[config.mk]
export PLATFORM = sky130hd
export DESIGN_NAME = idex_pipe_reg
export DESIGN_NICKNAME = d
export VERILOG_FILES = /design/src/rtl/idex_pipe_reg.sv
export SDC_FILE = /design/constraint.sdc
export NUM_CORES = 1
export LEC_CHECK = 0
export BUFFER_PORTS_ARGS = -buffer_cell sky130_fd_sc_hd__buf_2
export CAP_MARGIN = 15
export CELL_PAD_IN_SITES_DETAIL_PLACEMENT = 0
export CELL_PAD_IN_SITES_GLOBAL_PLACEMENT = 1
export CORE_ASPECT_RATIO = 1.1
export CORE_UTILIZATION = 35
export CTS_CLUSTER_DIAMETER = 100
export CTS_CLUSTER_SIZE = 14
export DETAILED_ROUTE_END_ITERATION = 7
export PLACE_DENSITY = 0.84
export SYNTH_ARGS = -nofsm -noshare
export SYNTH_HDL_FRONTEND = slang
export SYNTH_SLANG_ARGS = --single-unit
[constraint.sdc]
create_clock -name clk -period 1.9 [get_ports clk]
set_clock_uncertainty 0.2 [all_clocks]
set_input_delay 0.285 -clock clk [delete_from_list [all_inputs] [get_ports clk]]
set_output_delay 0.285 -clock clk [all_outputs]
set_load 0.005 [all_outputs]
[src/rtl/idex_pipe_reg.sv]
// Decode-to-execute pipeline register with valid/ready handshakes.
// It carries one opaque payload and holds up to two entries when the skid entry is enabled.
// It also keeps a saturating count of the cycles in which no live beat is offered downstream.
module idex_pipe_reg #(
  parameter int                DATA_W  = 168,
  parameter logic [DATA_W-1:0] NOP_VAL = {DATA_W{1'b0}},
  parameter bit                SKID_EN = 1'b1,
  parameter int                CNT_W   = 16
) (
  input  logic              clk,
  input  logic              rst,
  input  logic              flush,
  input  logic              stall,
  input  logic              in_valid,
  output logic              in_ready,
  input  logic [DATA_W-1:0] in_data,
  input  logic              in_wr_en,
  output logic              out_valid,
  input  logic              out_ready,
  output logic [DATA_W-1:0] out_data,
  output logic              out_wr_en,
  output logic [CNT_W-1:0]  bubble_cnt
);

  localparam logic [CNT_W-1:0] CNT_MAX = {CNT_W{1'b1}};

  logic              main_v;
  logic [DATA_W-1:0] main_data;
  logic              main_wr;
  logic              skid_v;
  logic [DATA_W-1:0] skid_data;
  logic              skid_wr;
  logic              fire_in;
  logic              fire_out;
  logic              main_take;

  // With the skid entry, ready comes from registered state only; otherwise a draining main entry may refill.
  always_comb begin
    in_ready = 1'b0;
    if (SKID_EN) begin
      in_ready = ~stall & ~skid_v;
    end else begin
      in_ready = ~stall & (~main_v | out_ready);
    end
  end

  // Transfer events on each side; main can take a new beat when it is empty or being drained.
  always_comb begin
    fire_in   = in_valid & in_ready;
    fire_out  = main_v & out_ready & ~stall;
    main_take = ~main_v | fire_out;
  end

  assign out_valid = main_v;
  assign out_data  = main_data;
  assign out_wr_en = main_wr;

  // Entry storage: reset and flush empty both entries, stall freezes them, otherwise the pair moves as a FIFO.
  always_ff @(posedge clk) begin
    if (rst) begin
      main_v    <= 1'b0;
      main_data <= NOP_VAL;
      main_wr   <= 1'b0;
      skid_v    <= 1'b0;
      skid_data <= NOP_VAL;
      skid_wr   <= 1'b0;
    end else if (flush) begin
      main_v    <= 1'b0;
      main_data <= NOP_VAL;
      main_wr   <= 1'b0;
      skid_v    <= 1'b0;
    end else if (!stall) begin
      if (main_take) begin
        if (skid_v) begin
          main_v    <= 1'b1;
          main_data <= skid_data;
          main_wr   <= skid_wr;
          skid_v    <= fire_in;
          if (fire_in) begin
            skid_data <= in_data;
            skid_wr   <= in_wr_en;
          end
        end else if (fire_in) begin
          main_v    <= 1'b1;
          main_data <= in_data;
          main_wr   <= in_wr_en;
        end else begin
          main_v <= 1'b0;
        end
      end else if (fire_in && SKID_EN) begin
        skid_v    <= 1'b1;
        skid_data <= in_data;
        skid_wr   <= in_wr_en;
      end
    end
  end

  // Count idle output cycles, including flush cycles, but not stalled ones; stop at the maximum instead of wrapping.
  always_ff @(posedge clk) begin
    if (rst) begin
      bubble_cnt <= '0;
    end else if (!stall && !main_v && (bubble_cnt != CNT_MAX)) begin
      bubble_cnt <= bubble_cnt + 1'b1;
    end
  end

endmodule

==> metrics.txt <==
number of global-route vias before repair=between 10,000 and 15,000; pins over their slew limit=0; critical-path maximum fanout=8; Worst Setup SP=in_valid; worst vdd ir=638.8 µV; slowest CP cell=dlygate4sd3_1; pwr dens=722.2 nW/µm²; remaining global-route overflow=0; initial antenna violation count=1; CTS Sinks=356; combinational share of power=0.130; starting density of the core=0.3555; final worst path period share=1.006; setup violators final=2; fraction of registers with async set/reset=0; Hold Worst Slack=79.60 ps; Setup Crit Path Kind=input pin to flip-flop; Routability Congestion=0.8360; Tightest Hold Check Type=input pin to flip-flop; Avg Cell Area, Syn=just under 9 µm²; clock slew at reported path FFs=about 70 ps; worst path arrival time=~2200 ps; Iteration-0 DRC Markers=684; Seq/Total Area, Yosys=0.5117; Finished Core Util=0.5290; Final #Nets=between 2,000 and 2,500; Filler Cell Count=3,465; IO Port Bufs=361; placed cell area=16,770 µm²; violated checks=setup timing; CP max stage delay=580 ps; Bufs on Longest Clock Path=3; internal power=11.30 mW; setup_tns=-21.29 ps; cells after synthesis=1,594; net count after synthesis=1,770; most common cell after layout, fill and taps aside=buf_2; final number of hold-violating endpoints=0; standard-cell rows=between 70 and 80; final instance area=20,720 µm²; Most used DFF post-synth=dfxtp_1; crit path launch type=input pin; num ports=362; share of layout cells above drive strength 1=0.3005; r2r startpoint=out_valid$_SDFFE_PP0P_; most frequent cells in the layout=buf_2 (360), dfxtp_1 (349), nand2_1 (343), a21oi_1 (180), dlygate4sd3_1 (175); synth warn=0; Core ar.=39,180 µm²; Worst Tran Pin Value=about 550 ps; LEAKAGE=7.865 nW; CTS Buf Count=29; Period minus WS final=1911 ps; status=finished with violations; Setup crit end kind=flip-flop; Final ANT Viol Nets=0; Post-DP HPWL=26.77 mm; Root Buffer=clkbuf_16; max cap viols=0; largest net degree at the start of global routing=67; die width=roughly 190 µm; worst setup margin=-11.00 ps; slew margin rel.=0.6343; Die Y=211.2 µm; DRC errors left=0; Worst path most repeated cell=buf_12; Total Wirelength=45.83 mm; P&R area growth vs syn=48.79%; via count=13,520; WP data required=2170 ps; Initial DRT Pass Iterations=5; switching power share of the total=0.2450; min-delay src=stall; RSZ-0062 raised after global routing=true; Seq pwr share=0.514; H-tree levels=1; Routed WL per cell=around 17 µm; Syn Std Cell Area=13,930 µm²; number of synthesized register bits=356; Distinct cells, synth=40; ordered list of cells on the worst path=dlygate4sd3_1 > buf_2 > nor2_1 > nor3_4 > buf_6 > buf_12 > buf_16 > buf_12 > clkbuf_16 > a211oi_1; GRT Overall Usage=0.1981; via density per instance=5.095; first-pass GRT wire length=65.16 mm; switching power=3.666 mW; Clock Latency Late Sink=560 ps; CTS tree=built; clock share of power=0.356; fmax=523.3 MHz; die area=40,600 µm²; Post-synth EDFFs=0
-- layer usage --
layer / global-route usage / routed length, µm / up-vias
li1: - / - / 6585
met1: 0.2320 / 18370 / 6449
met2: 0.3565 / 23560 / 384
met3: 0.03190 / 2254 / 98
met4: 0.07820 / 1648 / 0
met5: 0 / 0 / -
-- sequential cells by signal (all words and copies together), names as in the netlist --
signal / flops
bubble_cnt: 16
out_data: 168
out_valid: 1
out_wr_en: 1
skid_data: 168
skid_v: 1
skid_wr: 1
-- Yosys cell counts (all sizes together), types with 5 or more instances --
cell type  instances  area share
nand3              8      0.0029
mux2i            169        0.12
nand2            343       0.092
clkbuf           106       0.029
nor3               6      0.0025
dfxtp            356        0.51
or3                6      0.0027
o21ai              6      0.0022
nor2             178       0.048
buf               29       0.011
a21oi            180       0.065
nand4              5      0.0022
a211oi           169       0.091
-- worst max-delay path: cells and delay by family --
| kind | cells | cell delay, ps |
|---|---|---|
| buf+inv | 7 | 1440 |
| simple gates | 2 | 240 |
| compound gates | 1 | 200 |
-- cell type report --
type	count	area (µm²)	area share
sequential	356	7146	0.3448
multi-input combinational	1102	6834	0.3298
timing repair buffer	653	5360	0.2586
clock buffer	30	729.5	0.03520
tap	507	634.4	0.03061
clock inverter	1	8.758	0.0004226
antenna	3	7.507	0.0003623
inverter	1	3.754	0.0001811
-- kinds of logic (layout without fill, tap and decap cells) --
group	count (synthesis)	after routing	share of synthesized area
compound gates	364	364	0.1625
xor+xnor	1	1	0.0006289
fa+ha+maj	1	1	0.0008982
buf+inv	136	685	0.03953
flops	356	356	0.5117
mux	170	170	0.1223
other cells	0	3	0
simple gates	566	566	0.1625
-- final timing paths --
path,to,slack (ps),depth (start not counted)
setup / recovery,out_data[24]$_SDFFE_PP0P_,-10,10
hold / removal,out_valid$_SDFFE_PP0P_,80,5
setup reg to reg,out_data[24]$_SDFFE_PP0P_,0,9
hold reg to reg,skid_data[13]$_SDFFE_PP0P_,250,2
-- what timing repair did --
action / 4_1_cts / 5_1_grt
setup buffers: 3 / 18
hold buffers: 175 / 0
pin swaps: 8 / 83
gates resized for setup: 13 / 149
endpoints found under the setup margin: 133 / 232
endpoints found under the hold margin: 343 / 0
cloned: 4 / 19
-- power groups by stage --
stage          clock (mW)  combinational, mW  sequential [mW]
2_1_floorplan           0              0.610             7.86
3_3_place_gp            0               1.24             7.85
3_5_place_dp            0               1.27             7.85
4_1_cts              5.51               1.63             7.68
5_1_grt              5.76               2.08             7.71
6_report             5.33               1.94             7.69
-- stage by stage --
stage | worst slack [ps] | power, mW | instances
after CTS | -70.66 | 14.82 | 2613
after floorplan | 6.085 | 8.466 | 1594
final | -11.00 | 14.97 | 2653
after detailed placement | -137.2 | 9.118 | 2400
after global routing | -88.47 | 15.54 | 2651
after global placement | -61.28 | 9.090 | 2400
Note: power is estimated with default switching activity, not from simulation.
